<file path="src/rtl/alu_exec_unit_pkg.sv">
// Shared ALU control codes and handshake FSM encodings for the execute stage.
// The ALU control decoder imports this same package so the codes have one source.
package alu_exec_unit_pkg;

    localparam logic [2:0] ALU_AND  = 3'b000;
    localparam logic [2:0] ALU_XOR  = 3'b001;
    localparam logic [2:0] ALU_SLL  = 3'b010;
    localparam logic [2:0] ALU_ADD  = 3'b011;
    localparam logic [2:0] ALU_SUB  = 3'b100;
    localparam logic [2:0] ALU_MUL  = 3'b101;
    localparam logic [2:0] ALU_ADDI = 3'b110;
    localparam logic [2:0] ALU_SRAI = 3'b111;

    localparam logic [1:0] ST_IDLE     = 2'b00;
    localparam logic [1:0] ST_MUL_BUSY = 2'b01;
    localparam logic [1:0] ST_DONE     = 2'b10;

    function automatic logic is_mul(input logic [2:0] code);
        return (code == ALU_MUL);
    endfunction

endpackage

</file>
<file path="src/rtl/alu_exec_unit_mul_iter.sv">
// Iterative shift-add multiplier: one partial product per clock, always WIDTH
// steps so latency does not depend on operand values. Low WIDTH bits only.
module alu_mul_iter #(
    parameter int WIDTH = 32
) (
    input  logic             clk_i,
    input  logic             rst_i,
    input  logic             start_i,
    input  logic [WIDTH-1:0] a_i,
    input  logic [WIDTH-1:0] b_i,
    output logic             busy_o,
    output logic             done_o,
    output logic [WIDTH-1:0] product_o
);

    localparam int CNT_W = (WIDTH > 1) ? $clog2(WIDTH) : 1;
    localparam logic [CNT_W-1:0] LAST_STEP = CNT_W'(WIDTH - 1);

    logic             r_busy;
    logic [CNT_W-1:0] r_cnt;
    logic [WIDTH-1:0] r_acc;
    logic [WIDTH-1:0] r_mcand;
    logic [WIDTH-1:0] r_mplr;

    logic [WIDTH-1:0] w_addend;
    logic [WIDTH-1:0] w_acc_next;
    logic             w_last;

    assign w_addend   = r_mplr[0] ? r_mcand : '0;
    assign w_acc_next = r_acc + w_addend;
    assign w_last     = r_busy && (r_cnt == LAST_STEP);

    // The done pulse coincides with the final step so the caller can register
    // the accumulator including that last partial product on the same edge.
    assign busy_o    = r_busy;
    assign done_o    = w_last;
    assign product_o = w_acc_next;

    // Load operands on start, then one shift-add step per edge while busy.
    always_ff @(posedge clk_i or negedge rst_i) begin
        if (!rst_i) begin
            r_busy  <= 1'b0;
            r_cnt   <= '0;
            r_acc   <= '0;
            r_mcand <= '0;
            r_mplr  <= '0;
        end else if (start_i) begin
            r_busy  <= 1'b1;
            r_cnt   <= '0;
            r_acc   <= '0;
            r_mcand <= a_i;
            r_mplr  <= b_i;
        end else if (r_busy) begin
            r_acc   <= w_acc_next;
            r_mcand <= r_mcand << 1;
            r_mplr  <= r_mplr >> 1;
            if (w_last) begin
                r_busy <= 1'b0;
                r_cnt  <= '0;
            end else begin
                r_cnt <= r_cnt + 1'b1;
            end
        end
    end

endmodule

</file>
<file path="src/rtl/alu_exec_unit.sv">
// Execute-stage ALU with valid/ready on both sides. Single-cycle ops register
// their result on the accept edge; MUL is handed to the iterative multiplier.
//
// state    | meaning
// IDLE     | no result held, ready for a request
// MUL_BUSY | multiplier stepping, requests refused
// DONE     | result valid, held until downstream takes it
module alu_exec_unit
    import alu_exec_unit_pkg::*;
#(
    parameter int WIDTH   = 32,
    parameter int SHAMT_W = 5
) (
    input  logic             clk_i,
    input  logic             rst_i,
    input  logic             valid_i,
    output logic             ready_o,
    input  logic [2:0]       ALUCtr_i,
    input  logic [WIDTH-1:0] data1_i,
    input  logic [WIDTH-1:0] data2_i,
    output logic             valid_o,
    input  logic             ready_i,
    output logic [WIDTH-1:0] data_o,
    output logic             zero_o
);

    logic [1:0]       r_state;
    logic [WIDTH-1:0] r_data;
    logic             r_zero;

    logic               w_accept;
    logic               w_is_mul;
    logic [SHAMT_W-1:0] w_shamt;
    logic [WIDTH-1:0]   w_alu;
    logic               w_mul_start;
    logic               w_mul_busy;
    logic               w_mul_done;
    logic [WIDTH-1:0]   w_mul_product;

    // In DONE the slot frees up in the same cycle downstream takes the result.
    assign ready_o     = (r_state == ST_IDLE) || ((r_state == ST_DONE) && ready_i);
    assign w_accept    = valid_i && ready_o;
    assign w_is_mul    = is_mul(ALUCtr_i);
    assign w_mul_start = w_accept && w_is_mul;
    assign w_shamt     = data2_i[SHAMT_W-1:0];

    assign valid_o = (r_state == ST_DONE);
    assign data_o  = r_data;
    assign zero_o  = r_zero;

    // Single-cycle datapath; MUL result comes from the multiplier instead.
    always_comb begin
        w_alu = '0;
        case (ALUCtr_i)
            ALU_AND:  w_alu = data1_i & data2_i;
            ALU_XOR:  w_alu = data1_i ^ data2_i;
            ALU_SLL:  w_alu = data1_i << w_shamt;
            ALU_ADD:  w_alu = data1_i + data2_i;
            ALU_SUB:  w_alu = data1_i - data2_i;
            ALU_ADDI: w_alu = data1_i + data2_i;
            ALU_SRAI: w_alu = WIDTH'($signed(data1_i) >>> w_shamt);
            default:  w_alu = '0;
        endcase
    end

    alu_mul_iter #(
        .WIDTH(WIDTH)
    ) u_mul (
        .clk_i     (clk_i),
        .rst_i     (rst_i),
        .start_i   (w_mul_start),
        .a_i       (data1_i),
        .b_i       (data2_i),
        .busy_o    (w_mul_busy),
        .done_o    (w_mul_done),
        .product_o (w_mul_product)
    );

    // Handshake FSM; result and zero flag are registered together.
    always_ff @(posedge clk_i or negedge rst_i) begin
        if (!rst_i) begin
            r_state <= ST_IDLE;
            r_data  <= '0;
            r_zero  <= 1'b1;
        end else begin
            case (r_state)
                ST_IDLE: begin
                    if (w_accept) begin
                        if (w_is_mul) begin
                            r_state <= ST_MUL_BUSY;
                        end else begin
                            r_state <= ST_DONE;
                            r_data  <= w_alu;
                            r_zero  <= (w_alu == '0);
                        end
                    end
                end
                ST_MUL_BUSY: begin
                    if (w_mul_done) begin
                        r_state <= ST_DONE;
                        r_data  <= w_mul_product;
                        r_zero  <= (w_mul_product == '0);
                    end else if (!w_mul_busy) begin
                        r_state <= ST_IDLE;
                    end
                end
                ST_DONE: begin
                    if (ready_i) begin
                        if (w_accept) begin
                            if (w_is_mul) begin
                                r_state <= ST_MUL_BUSY;
                            end else begin
                                r_data <= w_alu;
                                r_zero <= (w_alu == '0);
                            end
                        end else begin
                            r_state <= ST_IDLE;
                        end
                    end
                end
                default: r_state <= ST_IDLE;
            endcase
        end
    end

endmodule

</file>
<file path="config.mk">
export PLATFORM = sky130hd
export DESIGN_NAME = alu_exec_unit
export DESIGN_NICKNAME = d
export VERILOG_FILES = /design/src/rtl/alu_exec_unit_pkg.sv /design/src/rtl/alu_exec_unit_mul_iter.sv /design/src/rtl/alu_exec_unit.sv
export SDC_FILE = /design/constraint.sdc
export NUM_CORES = 1
export LEC_CHECK = 0
export CAP_MARGIN = 20
export CORE_ASPECT_RATIO = 1.2
export CORE_UTILIZATION = 55
export CTS_CLUSTER_SIZE = 12
export DETAILED_ROUTE_END_ITERATION = 10
export HOLD_SLACK_MARGIN = 0.15
export PLACE_DENSITY = 0.72
export SKIP_LAST_GASP = 1
export SLEW_MARGIN = 5
export SYNTH_ARGS = -nofsm -noshare
export SYNTH_HDL_FRONTEND = slang
export SYNTH_SLANG_ARGS = --single-unit
</file>
<file path="constraint.sdc">
create_clock -name clk_i -period 7.3 [get_ports clk_i]
set_input_delay 1.46 -clock clk_i [delete_from_list [all_inputs] [get_ports clk_i]]
set_output_delay 1.46 -clock clk_i [all_outputs]
set_load 0.03 [all_outputs]
</file>
==> impl_summary.md <==
Power and ir drop
The worst vdd rail ir drop is 0.189 mV. Net switching is 44.8% of the power. The final total power is 4.96 mW. Dividing total power by cell area gives a power density of ~290 mW/mm². In this run, the clock network consumes 18.6% of the power. The internal power of the cells totals 2.74 mW. For this design the static power due to leakage is 7.55 nW. The switching power summed over all nets is 2.22 mW.

Sequential cells burn between 20% and 30% of the power. Of the total power, combinational logic draws 55.5%.

Min path
The cell count of the worst hold path is 1. In this run the most critical hold path is launched from data_o[14]$_DFFE_PN0P_. The type of the worst min-delay path is reg2reg.

The terminating pin of the worst hold path is data_o[14]$_DFFE_PN0P_.

Clock tree
Once the clock tree was built, the setup fixing pass inserted 0 buffers. The tree is rooted in a clkbuf_16. At the later pin of the worst-skew pair, clock insertion delay measures 0.45 ns. The clock slew at the register clock pins of the worst setup and hold paths is around 0.06 ns. The level count of the clock H-tree is 4. The TritonCTS clock tree is done. For this design, the sink count on the clock tree is 137. Clock tree synthesis inserted a total of 17 buffers. After clock tree synthesis, the repair step resized 0 gates. Hold repair after CTS inserted 0 buffers. In this run the deepest clock path goes through 2 buffers.

Synth
The count of yosys warnings during synthesis is 0. The number of nets handed over by synthesis was 1,986. Yosys mapped the design onto 95 distinct sky130hd cell types. In the synthesized netlist, the number of instances is 1,810. The average instance in the mapped netlist occupies 8.44 µm². In this run, synthesis inferred 0 flip-flops with an integrated enable. For this run, the leading register cell type out of synthesis is dfrtp_1. The flip-flop and latch count after synthesis is 137.

The post-synthesis sequential area ratio is 22.5%. The share of synthesized flip-flops with an asynchronous set or reset is 100%. The synthesized area is 0.0153 mm².

GRT
The global routing usage summed across all routing layers is 39.7%. The global-route wire length before repair is 84,900 µm. The number of global-route vias before repair is 14,572. The number of antenna violations at the first check in global routing came to 2.

Entering global routing, the biggest net connects between 80 and 90 pins. Summed over all layers, the global routing overflow is 0.

Worst setup path
On the worst path, the slowest cell contributes a delay of roughly 0.6 ns. The type of destination of the critical path is a flip-flop. The critical path start-end classification is in2reg.

The startpoint identified for the worst register-to-register timing path is u_mul.r_mplr[0]$_DFFE_PN0P_. The maximum fanout count along the critical path is 6. Walking the worst path, the cells encountered are clkdlybuf4s50_1 -> or2_1 -> nor4b_1 -> nand2b_1 -> nor3_1 -> nand2_1 -> or2_0 -> o31ai_1 -> xnor2_1 -> ha_1 -> nand2_1 -> o21ai_0 -> nor4b_1 -> o31ai_1 -> xor2_1 -> a211oi_1 -> nand4_1 -> nor4_2 -> nand4b_1 -> o21ai_1. The number of buffers and inverters on the critical path is 1. The master of the slowest instance on the critical path is nor4b_1. Setup slack on the worst reg-to-reg path comes out at 2.45 ns.

STA classifies the critical path startpoint as an input pin. The depth of the worst register-to-register path is 14. For the worst setup path, the data required time is 7.68 ns. Data on the critical path arrives at its endpoint at 6.75 ns. The worst register-to-register path ends at zero_o$_DFFE_PN1P_.

On the critical path the largest part of the delay comes from simple AND/OR/NAND/NOR gates.

Floorplan
The floorplan die width is 154 µm. The number of top-level pins is 106. After floorplanning, the core was divided into 66 placement rows. The starting density of the core is 56.2%. The total die area is ~0.028 mm².

The area inside the core boundary is 0.0272 mm². Measured along the y axis, the die boundary spans between 150 and 200 µm.

Finish
The most frequent standard cell in the layout excluding fill and tap cells is nor2_1. The library cells used most frequently in the layout, excluding fill and tap cells, are nor2_1, nand2_1, mux2i_1, o21ai_0, dfrtp_1. In the final layout, the share of cells above drive strength 1 is 10.2%. From synthesis to final layout, the design area changed by 12.0%. After the last flow step, the layout net total stands at 2,023.

Timing
The worst setup skew after layout is 0.0122 ns. The post-route setup TNS is 0 ns. Setup repair after global routing left no endpoint under its margin. The minimum period implied by the final worst setup slack is about 6.4 ns. In this run the tightest slew margin relative to its limit is 25.8%. The final worst-path cycle share is 87.4%.

Setup violations remaining at the end of the flow were counted as 0. The final-report max-slew violation count is 0. The maximum operating frequency is 157 MHz. The number of hold-slack violations in the final timing report is 0. The worst-case hold slack is 0.512 ns. At the pin with the least slew margin, the transition time is 1.11 ns.

Placement
The congestion estimate from routability-driven global placement came to 0.986. The number of buffers inserted by port buffering is 105. The placed wire-length estimate after detailed placement is slightly above 40,000 µm.

Detailed routing
The number of design-rule violations left by the first detailed-router iteration is 1,828. The first detailed-routing pass ran for 6 iterations. In this run the remaining antenna-violating nets after routing total 0. The average vias per placed instance is roughly 6.9. After detailed routing, the number of remaining DRC violations is 0. The average routed wire per standard cell is 25.5 µm. The via count is 15,239. For this block, the routed nets add up to 56,100 µm of wire.

Status
The run finished with clean final reports.

Flow run
The number of maximum-capacitance constraint violations is 0.
[power groups by stage]
stage	logic, mW	clock network (mW)	registers (mW)
after CTS	2.72	0.936	1.28
after detailed placement	2.71	0	1.29
after global placement	2.66	0	1.28
after floorplan	1.87	0	1.31
final	2.76	0.925	1.28
after global routing	3.00	0.963	1.32
[logic make-up after synthesis]
family	Yosys count	share of synthesized area (%)
and+or+nand+nor	579	17.6
AOI/OAI and AO/OA	509	21.8
muxes	251	20.8
buffers and inverters	152	4.19
DFF	137	22.5
adders and majority gates	105	8.70
xor gates and xnor gates	77	4.42
[how the worst max path moves through the flow]
stage                     slack (ns)  cells past startpoint       start            endpoint
after global placement          0.74                     20  data2_i[4]  zero_o$_DFFE_PN1P_
final                           0.92                     20  data2_i[4]  zero_o$_DFFE_PN1P_
after CTS                       1.09                     20  data2_i[4]  zero_o$_DFFE_PN1P_
after detailed placement        0.63                     20  data2_i[4]  zero_o$_DFFE_PN1P_
after floorplan                 1.25                     27  data2_i[0]  zero_o$_DFFE_PN1P_
after global routing            0.55                     20  data2_i[4]  zero_o$_DFFE_PN1P_
[per-layer routing]
layer,vias to the layer above,global-route usage (%),routed length (µm)
li1,6841,-,-
met1,7320,49.4,22300
met2,854,65.2,26000
met3,222,7.43,4740
met4,2,21.0,3080
met5,-,0,13
[area by class of cell]
cell class,instances,area [µm²]
fill,2398,10100
antenna,1,2.50
clock buffer,21,470
tap,340,425
multi-input combinational,1521,11200
clock inverter,10,143
sequential,137,3430
inverter,33,124
timing repair buffer,137,1290
[synthesized netlist by cell type, types with 7 or more instances]
cell        n  area share (%)
buf_1      14            0.34
clkbuf_1   87             2.1
and3_1     17            0.70
o21ai_0   136             4.5
or3_1      10            0.41
a21oi_1   128             4.2
o31ai_1    11            0.54
o211ai_1   19            0.93
o32ai_1    10            0.57
nand3_1    26            0.85
nand4_1    13            0.53
dfrtp_1   136              22
xnor2_1    50             2.9
o21a_1     11            0.54
nand2_1   183             4.5
inv_1      30            0.74
nor2_1    198             4.9
mux2i_1   160              10
nand2b_1   16            0.66
a211oi_1   26             1.3
xor2_1     27             1.5
mux2_2     41             3.0
mux4_2     47             6.9
ha_1      103             8.4
and2_1     39             1.6
o21bai_1   12            0.59
a221oi_1   10            0.57
or4_1       7            0.34
a21o_1     20            0.98
a211o_1     7            0.40
o22ai_1    12            0.49
nor4_1      8            0.33
nor2b_1    13            0.53
buf_2      12            0.39
a31oi_1    20            0.82
nor3_1     23            0.75
[metrics by stage]
step / std cells / utilization (%) / worst slack, ns / area, µm²
final: 2200 / 63.0 / 0.922 / 17100
after global routing: 2199 / 62.9 / 0.548 / 17100
after CTS: 2198 / 62.9 / 1.09 / 17100
after detailed placement: 2167 / 60.7 / 0.627 / 16500
after global placement: 2167 / 60.7 / 0.742 / 16500
after floorplan: 1810 / - / 1.25 / 15300
[sequential cells by signal (all words and copies together) (netlist names)]
name	flops
r_state	2
u_mul.r_cnt	5
zero_o	1
u_mul.r_mcand	32
u_mul.r_mplr	32
u_mul.busy_o	1
u_mul.r_acc	32
data_o	32
No activity file was read; power rests on OpenSTA's default activity.
